==> src/rtl/if_fetch_queue.sv <==
// ---------------------------------------------------------------------------
// if_fetch_queue
//
// Instruction-fetch front end. Owns the fetch PC, issues single-word reads to
// instruction memory over a request/response handshake (at most one request
// outstanding), buffers the returned words with their PCs in a small FIFO, and
// presents the FIFO head to decode over a valid/ready handshake. A redirect
// from downstream flushes the FIFO and restarts fetch at the new target. A
// request that is already in flight cannot be aborted, so its response is
// discarded.
//
// Ports
//   clk          rising-edge clock
//   reset        asynchronous, active-high; clears all state
//   imem_req     read request to instruction memory (registered)
//   imem_addr    word-aligned read address, stable while imem_req=1 (registered)
//   imem_rvalid  read data valid; completes the outstanding request
//   imem_rdata   returned instruction word
//   redirect     one-cycle pulse: taken branch/jump from downstream
//   redirect_pc  redirect target; bits [1:0] are ignored
//   id_valid     FIFO head holds an instruction
//   id_ready     decode accepts the head this cycle
//   id_instr     head instruction word
//   id_pc        PC of the head instruction
// ---------------------------------------------------------------------------
module if_fetch_queue #(
  parameter int                  PC_WIDTH = 64,
  parameter logic [PC_WIDTH-1:0] RESET_PC = '0,
  parameter int                  DEPTH    = 2
) (
  input  logic                clk,
  input  logic                reset,
  output logic                imem_req,
  output logic [PC_WIDTH-1:0] imem_addr,
  input  logic                imem_rvalid,
  input  logic [31:0]         imem_rdata,
  input  logic                redirect,
  input  logic [PC_WIDTH-1:0] redirect_pc,
  output logic                id_valid,
  input  logic                id_ready,
  output logic [31:0]         id_instr,
  output logic [PC_WIDTH-1:0] id_pc
);

  localparam int                  AW        = (DEPTH > 1) ? $clog2(DEPTH) : 1;
  localparam int                  CW        = AW + 1;
  localparam logic [CW-1:0]       DEPTH_C   = CW'(DEPTH);
  localparam logic [PC_WIDTH-1:0] WORD_MASK = ~PC_WIDTH'(3);
  localparam logic [PC_WIDTH-1:0] PC_STEP   = PC_WIDTH'(4);

  // IDLE:   nothing outstanding
  // FETCH:  request outstanding, its data will be enqueued
  // SQUASH: request outstanding, its data will be dropped (wrong path)
  typedef enum logic [1:0] {
    IDLE   = 2'd0,
    FETCH  = 2'd1,
    SQUASH = 2'd2
  } state_t;

  state_t              state_q, state_d;
  logic [PC_WIDTH-1:0] fetch_pc_q, fetch_pc_d;
  logic                req_d;
  logic [PC_WIDTH-1:0] addr_d;

  logic [31:0]         fifo_instr [DEPTH];
  logic [PC_WIDTH-1:0] fifo_pc    [DEPTH];
  logic [AW-1:0]       rd_ptr, wr_ptr;
  logic [CW-1:0]       count_q, count_d;

  logic outstanding;
  logic enq;
  logic deq;

  // Decode sees the head registers directly; no bypass from imem_rdata.
  assign id_valid = (count_q != '0);
  assign id_instr = fifo_instr[rd_ptr];
  assign id_pc    = fifo_pc[rd_ptr];

  assign outstanding = (state_q != IDLE);
  // A response arriving in IDLE is stale (e.g. from before reset) and ignored;
  // one arriving in SQUASH or alongside a redirect is wrong-path and dropped.
  assign enq = (state_q == FETCH) && imem_rvalid && !redirect;
  // Redirect wins over a same-cycle pop; that pop does not happen.
  assign deq = id_valid && id_ready && !redirect;

  // Next-state, next-PC and request logic.
  // fetch_pc doubles as the stored redirect target while squashing: a newer
  // redirect simply overwrites it, and the squashed request keeps its own
  // address in imem_addr until its response arrives.
  always_comb begin
    // NOTE: every signal driven here gets a default first, so no path leaves
    // it unassigned and no latch is inferred.
    state_d    = state_q;
    req_d      = imem_req;
    addr_d     = imem_addr;
    fetch_pc_d = fetch_pc_q;
    count_d    = count_q;

    if (redirect) begin
      count_d    = '0;
      fetch_pc_d = redirect_pc & WORD_MASK;
    end else begin
      count_d = count_q + CW'(enq) - CW'(deq);
      if (enq) begin
        fetch_pc_d = fetch_pc_q + PC_STEP;
      end
    end

    if (outstanding && !imem_rvalid) begin
      // Request still in flight: hold it; a redirect turns it into a squash.
      if (redirect) begin
        state_d = SQUASH;
      end
    end else if (count_d < DEPTH_C) begin
      // Nothing outstanding after this edge and a slot is free for the reply.
      state_d = FETCH;
      req_d   = 1'b1;
      addr_d  = fetch_pc_d;
    end else begin
      state_d = IDLE;
      req_d   = 1'b0;
    end
  end

  always_ff @(posedge clk or posedge reset) begin
    // NOTE: sequential state is updated with non-blocking assignments so every
    // register samples the pre-edge values of the others.
    if (reset) begin
      state_q    <= IDLE;
      fetch_pc_q <= RESET_PC;
      imem_req   <= 1'b0;
      imem_addr  <= RESET_PC;
      count_q    <= '0;
    end else begin
      state_q    <= state_d;
      fetch_pc_q <= fetch_pc_d;
      imem_req   <= req_d;
      imem_addr  <= addr_d;
      count_q    <= count_d;
    end
  end

  always_ff @(posedge clk or posedge reset) begin
    if (reset) begin
      // NOTE: the FIFO storage is reset deliberately: id_instr/id_pc read it
      // directly and must show zero out of reset.
      fifo_instr <= '{default: '0};
      fifo_pc    <= '{default: '0};
      rd_ptr     <= '0;
      wr_ptr     <= '0;
    end else if (redirect) begin
      rd_ptr <= '0;
      wr_ptr <= '0;
    end else begin
      if (enq) begin
        fifo_instr[wr_ptr] <= imem_rdata;
        fifo_pc[wr_ptr]    <= fetch_pc_q;
        wr_ptr             <= wr_ptr + AW'(1);
      end
      if (deq) begin
        rd_ptr <= rd_ptr + AW'(1);
      end
    end
  end

endmodule

==> config.mk <==
export PLATFORM = sky130hd
export DESIGN_NAME = if_fetch_queue
export DESIGN_NICKNAME = d
export VERILOG_FILES = /design/src/rtl/if_fetch_queue.sv
export SDC_FILE = /design/constraint.sdc
export NUM_CORES = 1
export LEC_CHECK = 0
export CAP_MARGIN = 20
export CORE_ASPECT_RATIO = 1.4
export CORE_MARGIN = 2
export CORE_UTILIZATION = 38
export DETAILED_ROUTE_END_ITERATION = 6
export PLACE_DENSITY_LB_ADDON = 0.2
export REMOVE_ABC_BUFFERS = 1
export SLEW_MARGIN = 15
export SYNTH_ARGS = -nofsm -noshare
export SYNTH_HDL_FRONTEND = slang
export SYNTH_SLANG_ARGS = --single-unit
==> constraint.sdc <==
create_clock -name clk -period 34.1 [get_ports clk]
set_input_delay 10.23 -clock clk [delete_from_list [all_inputs] [get_ports clk]]
set_output_delay 10.23 -clock clk [all_outputs]
set_load 0.02 [all_outputs]
==> results.md, run 1 <==
* Most used DFF post-synth: dfrtp_1
* Avg WL per Cell at 20.16 microns
* First-pass GRT wire length at 61.73 mm
* Max-slew violations at 0
* Data required, critical path at 23870 ps
* CTS tree: built
* Post-CTS Setup Inserts at 0
* Die area at 40750 sq um
* Fmax at 74.14 MHz
* Critical path capture point type: primary output
* Hold buffer count at CTS at 0
* Skew-Pair Late Insertion Delay at 520 ps
* EDFF count, synth at 0
* Site Rows at 85
* Internal power at 1.040 mW
* Synth async-reset ratio at 100.0%
* Switching share of power at 30.99%
* R2R depth at 12
* Max incr delay on CP at 870 ps
* Seq/Total Area, Yosys at 55.03%
* Fillers at 3537
* Initial antenna violation count at 0
* Hold depth at 2
* GR Overflow Total at 0
* Critical Path AT at 3260 ps
* Ant diodes at 0
* Setup tns final at 0 ps
* Dpl cells at 1911
* Fin crit period at 13490 ps
* Bufs on Longest Clock Path at 3
* Clk root buf: clkbuf_16
* Worst path bufs/invs at 2
* Die Y at 238.1 microns
* Levels on crit path at 3
* Synth warnings at 0
* CP max FO at 67
* Port Buf Inserts at 260
* Post_cts resized at 0
* Area grow syn2layout at 28.54%
* Top Ports at 263
* Vias in the first global route at 10859
* Initial DRC Count at 487
* Dpl hpwl at 26.43 mm
* Final ANT Viol Nets at 0
* Largest net degree at the start of global routing at 119
* Gpl congestion at 0.7642
* Vias at 10240
* CP Launch Type: register
* Yosys cell types at 52
* Clock power share at 25.1%
* Net Switching at 0.4669 mW
* Worst-path clk slew at 60 ps
* Layout cells sized above 1 at 28.33%
* Initial Util at 38.63%
* DR pass1 iterations at 4
* Tcrit/Tclk final at 39.56%
* Combinational power share at 35.4%
* Clock H-tree levels at 2
* Top delay family on crit path: buffers and inverters
* Peak supply drop at 0.00004233 V
* Post-route insts no fill at 1969
* Hold Path Class: reg2reg
* Worst-Margin Slew at 1072 ps
* Crit Path Class: reg2out
* Number of nets in the layout at 1530
* Layout Skew at 14.32 ps
* Vias per cell at 5.201
* Status: complete, no violations
* Seq cells post-synth at 327
* GRT Total Usage at 19.51%
* Pwr Total at 1.507 mW
* # setup viols final at 0
* Slew headroom at 28.51%
* Synth Instances at 1191
* RSZ-0062 raised after global routing: false
* Clk sinks at 327
* Max_cap viols at 0
* Critical path's slowest cell: buf_4
* Reg power frac at 39.5%
* Die X at 171.2 microns
* Final hold vios at 0
* Power per cell area at 78.83 nW/um^2
* Core box area at 38500 sq um
* # DRC at 0
* WL final at 39.69 mm
* Syn_area_per_cell at 12.49 sq um
* Total CTS buffers at 35
* Critical Path, Cell by Cell: buf_4 -> mux2_2 -> clkdlybuf4s50_1
* Leak at 7.879 nW
* Synth Cell Area at 14870 sq um
[sequential cells by signal, indices dropped and copies added, names as in the netlist, 2 cells and up]
register    flops
state_q         2
imem_addr      64
count_q         2
fetch_pc_q     64
fifo_pc       128
fifo_instr     64
[final cells by class]
cell class              instances  area (sq um)  share of cell area, %
clock buffers                  54          1090                  5.701
multi-input cells             779          6394                  33.45
flip-flops and latches        327          8187                  42.83
well taps                     522         653.1                  3.417
clock inverters                 4         45.04                 0.2356
inverters                       9         41.29                 0.2160
repair buffers                274          2705                  14.15
[power groups by stage]
stage,sequential [mW],clock [mW],combinational (mW)
2_1_floorplan,0.606,0,0.304
3_3_place_gp,0.595,0,0.536
3_5_place_dp,0.603,0,0.541
4_1_cts,0.596,0.389,0.543
5_1_grt,0.613,0.405,0.570
6_report,0.595,0.378,0.534
[synthesized netlist by cell type, types with 11 or more instances]
library cell / n / area share [%]
o21ai_0: 35 / 1.2
nand2_1: 85 / 2.1
nand4_1: 26 / 1.1
nor4_1: 12 / 0.50
o31ai_1: 11 / 0.56
xnor2_1: 25 / 1.5
nor2_1: 52 / 1.3
clkbuf_1: 69 / 1.7
mux2_2: 326 / 25
xor2_1: 30 / 1.8
dfrtp_1: 327 / 55
a21oi_1: 14 / 0.47
and3_1: 15 / 0.63
nor3_1: 16 / 0.54
nand3_1: 55 / 1.9
[per-layer routing]
layer	global-route usage [%]	vias to the layer above	routed length, microns
li1	-	4732	-
met1	23.78	5220	16410
met3	4.147	54	2140
met5	0	-	0
met2	34.67	234	20210
met4	5.367	0	929
[logic make-up after synthesis]
family | share of synthesized area [%]
multiplexers | 25.10
flip-flops | 55.03
AND/OR/NAND/NOR | 10.30
AO/OA/AOI/OAI | 3.904
buffers and inverters | 2.179
XOR/XNOR | 3.239
adder cells (fa/ha/maj) | 0.2524
[tightest hold or removal path, stage by stage (launching register included)]
cell	delay (ps)
dfrtp_1	340
nand2_1	50
o31ai_1	50
[through the flow]
stage | util [%] | instance area, sq um | hold WS, ps | worst slack [ps]
6_report | 49.65 | 19110 | 478.7 | 20610
4_1_cts | 49.65 | 19110 | 482.4 | 20530
2_1_floorplan | - | 14580 | 444.4 | 14820
3_5_place_dp | 46.70 | 17980 | 471.1 | 20460
5_1_grt | 49.65 | 19110 | 503.7 | 20500
3_3_place_gp | 46.70 | 17980 | 462.9 | 20500
[cells in the final DEF, fill, tap and decap left out, types with 5 or more instances in the layout]
master and instances:
buf_4 15, and4_1 5, clkbuf_8 10, clkbuf_1 7, inv_1 6, o211ai_1 9
nor3b_1 5, a21oi_1 14, nor3_1 16, clkdlybuf4s50_1 259, xor2_1 30, nand2_1 84
xnor2_1 25, dfrtp_1 326, mux2i_1 5, mux2_2 326, o221ai_1 9, nor2_1 51
clkbuf_16 37, o21ai_0 34, nand4_1 26, nor4_1 12, o31ai_1 11, and3_1 15
nand3_1 55
[final timing paths]
| check | to | start | slack (ps) |
|---|---|---|---|
| max | id_pc[49] | rd_ptr | 20610 |
| max reg2reg | imem_addr[62] | state_q[0] | 30840 |
| min in group asynchronous | fifo_instr[38] | reset | 10270 |
| max in group asynchronous | rd_ptr | reset | 21350 |
| min reg2reg | imem_addr[28] | imem_addr[28] | 480 |
| min | imem_addr[28] | imem_addr[28] | 480 |
Power figures use the tool's default switching activity.
==> run 2: changes to the inputs <==
clock period = 11.9 ns   (was 34.1 ns; I/O delays follow)
==> run 2 against run 1 <==
  * Setup slack worse by 16000 ps
  * Cell count up 0.15%
  * Cell area up 0.52%
  * Non-clock buffer count unchanged
  * Die area unchanged
  * Utilization up 0.26 points
  * Clock-buffer cell count down 1
  * Clock skew down 3.4 ps
  * Routed wire length down 0.85%
  * Global-route usage down 0.10 points
  * First-iteration DRC count up 2.1%
  * Sequential power rose to 2.9 times the previous value
  * Largest power group unchanged
==> results.md, run 2 (same netlist as run 1, synthesis figures left out) <==
* RSZ-0062 raised after global routing: false
* Slew headroom at 35.15% (+6.6 points)
* Critical path capture point type: primary output
* Clk sinks at 327 (unchanged)
* Core box area at 38500 sq um (unchanged)
* DR pass1 iterations at 4 (unchanged)
* Max_cap viols at 0 (unchanged)
* Avg WL per Cell at 19.96 microns (-1.0%)
* Worst R2R End: imem_addr[59]
* Clock H-tree levels at 2 (unchanged)
* Crit path to: id_pc[35]
* Clk root buf: clkbuf_16
* Area of the multi-input gates at 6394 sq um (unchanged)
* Initial DRC Count at 497 (+2.1%)
* Data required, critical path at 8330 ps (-15540 ps)
* Flip-flop count of the largest register after layout at 128 (unchanged)
* Register Area at 8187 sq um (unchanged)
* Final ANT Viol Nets at 0 (unchanged)
* Die area at 40750 sq um (unchanged)
* Critical path launch point: rd_ptr
* Peak supply drop at 0.0001009 V (+140%)
* Top reg by flops: fifo_pc
* Post-Place Cell Area at 17980 sq um (unchanged)
* Pwr Total at 4.399 mW (+190%)
* Area grow syn2layout at 29.20%
* Bufs on Longest Clock Path at 3 (unchanged)
* Die Y at 238.1 microns (unchanged)
* Tcrit/Tclk final at 57.77%
* Vias at 10252 (+0.12%)
* Leak at 7.918 nW (+0.50%)
* CP max FO at 62 (-7.5%)
* Hold buffer count at CTS at 0 (unchanged)
* GRT Total Usage at 19.41% (-0.10 points)
* Initial Util at 38.63% (unchanged)
* Critical R2R Launch: state_q[0]
* Vias per cell at 5.199 (about the same)
* Skew-Pair Late Insertion Delay at 520 ps (about the same)
* Fmax at 145.5 MHz
* R2R depth at 12 (unchanged)
* Setup slack, reg-to-reg at 8660 ps (-22180 ps)
* Ant diodes at 0 (unchanged)
* Total CTS buffers at 35 (unchanged)
* Max-slew violations at 0 (unchanged)
* Worst hold slack at 472.5 ps (-6.177 ps)
* Power per cell area at 228.9 nW/um^2 (+190%)
* Gpl congestion at 0.7420 (-2.9%)
* Worst-Margin Slew at 972.7 ps (-99.59 ps)
* Fin area at 19210 sq um (+0.52%)
* CP Launch Type: register
* Hold Path Class: reg2reg
* Post-CTS Setup Inserts at 0 (unchanged)
* Worst-path clk slew at 60 ps (about the same)
* Final core occ at 49.91% (+0.26 points)
* Status: complete, no violations
* # setup viols final at 0 (unchanged)
* Vias in the first global route at 10718 (-1.3%)
* Post_cts resized at 0 (unchanged)
* Fillers at 3500 (-1.0%)
* # DRC at 0 (unchanged)
* Die X at 171.2 microns (unchanged)
* Final hold vios at 0 (unchanged)
* Site Rows at 85 (unchanged)
* Commonest non-fill, non-tap cells in the layout: mux2_2, dfrtp_1, clkdlybuf4s50_1
* GR Overflow Total at 0 (unchanged)
* Fin crit period at 6875 ps
* First-pass GRT wire length at 61.68 mm (about the same)
* Initial antenna violation count at 1 (+1)
* Critical Path AT at 3310 ps (+50 ps)
* WL final at 39.35 mm (-0.85%)
* Largest net degree at the start of global routing at 132 (+11%)
* Crit Path Class: reg2out
* Setup tns final at 0 ps (unchanged)
* Number of nets in the layout at 1530 (unchanged)
* Dpl hpwl at 26.21 mm (-0.84%)
* Top Ports at 263 (unchanged)
* Layout Skew at 10.92 ps (-3.403 ps)
* CTS tree: built
* Layout cells sized above 1 at 28.41% (+0.079 points)
* Port Buf Inserts at 260 (unchanged)
==> run 2: cell count changes in the layout (fill, tap and decap cells not counted) <==
cell        before  now
clkinv_2         3    2
clkbuf_8        10    8
clkinvlp_4       0    1
bufinv_16        1    5
clkbuf_1         7    8
==> run 2: power by group <==
group / internal (mW) / leakage, nW / total [mW] / switching, mW
Clock: 0.726 / 0.602 / 1.16 / 0.437
Combinational: 0.842 / 3.33 / 1.53 / 0.688
Sequential: 1.49 / 3.98 / 1.71 / 0.216
==> run 2: layout make-up <==
cell class / count / share of cell area [%]
clock buffers: 53 / 5.548
clock inverters: 8 / 0.8726
inverters: 9 / 0.2149
multi-input cells: 779 / 33.28
flip-flops and latches: 327 / 42.61
well taps: 522 / 3.399
repair buffers: 274 / 14.08
==> run 2: metal layers <==
metal / up-vias / track usage, % / wire length [microns]
met1: 5191 / 23.46 / 15810
met4: 2 / 5.829 / 1004
met2: 258 / 34.08 / 20120
met5: - / 0 / 13
li1: 4739 / - / -
met3: 62 / 4.661 / 2401
==> run 2: worst min path at each step <==
stage,start,slack (ps),cells after the start,end
finish,imem_addr[53],470,2,imem_addr[53]
floorplan,fifo_pc[14],440,2,fifo_pc[14]
detailed placement,imem_addr[53],470,2,imem_addr[53]
global placement,fifo_pc[14],460,2,fifo_pc[14]
CTS,imem_addr[53],480,2,imem_addr[53]
global route,imem_addr[53],510,2,imem_addr[53]
==> run 2: worst max-delay path, cell delays in order, from the launching register on <==
cell and delay, ps:
dfrtp_4 820, buf_4 830, mux2_2 420, clkdlybuf4s50_1 590
==> run 2: through the flow <==
step	cells	setup WS, ps
floorplan	1115	-724.7
global placement	1911	4993
detailed placement	1911	4958
CTS	1972	4991
global route	1972	4928
finish	1972	5025
==> run 3: changes to the inputs <==
clock period = 6.74 ns   (was 11.9 ns; I/O delays follow)
==> run 3 against run 2 <==
  * Global-route usage up 0.14 points
  * Clock-buffer cell count up 2
  * Sequential share of layout area up 0.15 points
  * Routed wire length up 0.80%
  * Cell area down 0.35%
  * Critical path type is now in2reg
  * Largest power group unchanged
==> results.md, run 3 (same netlist as run 1, synthesis figures left out) <==
* Pwr Total at 7.599 mW (+73%)
* DR pass1 iterations at 4 (unchanged)
* Port Buf Inserts at 260 (unchanged)
* Area of the multi-input gates at 6394 sq um (unchanged)
* Initial DRC Count at 469 (-5.6%)
* Final hold vios at 0 (unchanged)
* # DRC at 0 (unchanged)
* Switching share of power at 31.21% (+0.71 points)
* # setup viols final at 0 (unchanged)
* Final ANT Viol Nets at 0 (unchanged)
* Dpl cells at 1912 (+0.052%)
* Net Switching at 2.371 mW (+77%)
* CP max FO at 27 (-56%)
* GRT Total Usage at 19.56% (+0.14 points)
* Fin crit period at 5026 ps
* Critical path capture point type: register
* Post-Place Cell Area at 18040 sq um (+0.32%)
* Worst R2R End: imem_addr[62]
* Initial antenna violation count at 1 (unchanged)
* Max_cap viols at 0 (unchanged)
* Clk sinks at 327 (unchanged)
* Hold buffer count at CTS at 0 (unchanged)
* Gpl congestion at 0.7541 (+1.6%)
* Layout cells sized above 1 at 28.17% (-0.25 points)
* Top reg by flops: fifo_pc
* Hold path endpoint: imem_addr[28]
* Vias in the first global route at 10850 (+1.2%)
* Critical R2R Launch: state_q[0]
* Bufs on Longest Clock Path at 3 (unchanged)
* Critical Path AT at 5420 ps (+2110 ps)
* Flip-flop count of the largest register after layout at 128 (unchanged)
* Vias at 10284 (+0.31%)
* Hold path startpoint: imem_addr[28]
* Data required, critical path at 7140 ps (-1190 ps)
* Worst-path clk slew at 60 ps (about the same)
* Fillers at 3508 (+0.23%)
* Worst-Margin Slew at 1039 ps (+66.19 ps)
* Largest net degree at the start of global routing at 129 (-2.3%)
* Area grow syn2layout at 28.76%
* Avg WL per Cell at 20.09 microns (+0.69%)
* Number of nets in the layout at 1531 (+0.065%)
* Post-CTS Setup Inserts at 0 (unchanged)
* Internal power at 5.228 mW (+71%)
* CP Launch Type: input pin
* GR Overflow Total at 0 (unchanged)
* Initial Util at 38.63% (unchanged)
* Fin area at 19150 sq um (-0.35%)
* Total CTS buffers at 35 (unchanged)
* Vias per cell at 5.210 (+0.21%)
* Layout Skew at 13.51 ps (+2.595 ps)
* Die Y at 238.1 microns (unchanged)
* Register Area at 8187 sq um (unchanged)
* Site Rows at 85 (unchanged)
* Post-route insts no fill at 1974 (+0.10%)
* Skew-Pair Late Insertion Delay at 520 ps (about the same)
* Clock power share at 24.7% (-1.7 points)
* Hold Path Class: reg2reg
* Clock H-tree levels at 2 (unchanged)
* Crit Path Class: in2reg
* Die area at 40750 sq um (unchanged)
* Peak supply drop at 0.0001998 V (+98%)
* Slew headroom at 30.74% (-4.4 points)
* Die X at 171.2 microns (unchanged)
* CTS tree: built
* Post_cts resized at 0 (unchanged)
* Leak at 7.883 nW (-0.44%)
* Max-slew violations at 0 (unchanged)
* RSZ-0062 raised after global routing: false
* Hold depth at 2 (unchanged)
* First-pass GRT wire length at 61.56 mm (-0.19%)
* Combinational power share at 35.5% (+0.7 points)
* Ant diodes at 0 (unchanged)
* Status: complete, no violations
* Setup slack, reg-to-reg at 3340 ps (-5320 ps)
* Tcrit/Tclk final at 74.57%
* R2R depth at 12 (unchanged)
* Top Ports at 263 (unchanged)
* Reg power frac at 39.9% (+1.1 points)
* Core box area at 38500 sq um (unchanged)
* Commonest non-fill, non-tap cells in the layout: mux2_2, dfrtp_1, clkdlybuf4s50_1
* Final core occ at 49.73% (-0.17 points)
* Power per cell area at 396.9 nW/um^2 (+73%)
* Fmax at 199.0 MHz
* Dpl hpwl at 26.64 mm (+1.6%)
* WL final at 39.67 mm (+0.80%)
* Clk root buf: clkbuf_16
[run 3: cell count changes in the layout (fill, tap and decap cells not counted), sizes merged]
cell,previous run,this run
buf,15,16
bufinv,5,1
clkbuf,53,55
clkinv,3,6
[run 3: area by class of cell]
cell class,count,area share [%]
inverter,9,0.2156
sequential,327,42.76
multi-input combinational,779,33.39
timing repair buffer,275,14.43
clock buffer,55,5.450
tap,522,3.411
clock inverter,7,0.3463
[run 3: critical path, cell delays in order]
cell	delay [ps]
clkdlybuf4s50_1	550
nand2_1	110
nor3_4	230
inv_2	190
ha_1	310
inv_1	40
ha_1	170
xor2_1	150
xnor2_1	190
o21ai_4	550
buf_4	420
nor4bb_1	90
or3_1	380
[run 3: power groups by stage]
stage	combinational, mW	sequential, mW	clock (mW)
after CTS	2.74	3.04	1.94
after detailed placement	2.73	3.07	0
after global placement	2.70	3.03	0
after floorplan	1.54	3.07	0
final	2.69	3.03	1.88
after global routing	2.88	3.12	2.01
[run 3: routing by layer]
metal | GRT usage [%] | part of all wire [%]
met5 | 0 | 0
met4 | 6.112 | 2.6
met3 | 3.948 | 5.4
met2 | 34.47 | 51
met1 | 23.89 | 41
[run 3: worst max path at each step]
stage	start	to	cells past startpoint
CTS	rd_ptr	id_pc[9]	3
finish	imem_rvalid	imem_addr[62]	13
floorplan	reset	count_q[0]	1
detailed placement	imem_rvalid	imem_addr[48]	14
global route	imem_rvalid	imem_addr[62]	13
global placement	imem_rvalid	imem_addr[62]	13
[run 3: stage by stage]
step / worst slack (ps) / hold WS, ps / setup TNS (ps)
detailed placement: 1140 / 468.9 / 0
finish: 1714 / 482.1 / 0
floorplan: -4337 / 444.4 / -1612710
global route: 1485 / 508.3 / 0
CTS: 1606 / 484.7 / 0
global placement: 1198 / 462.7 / 0
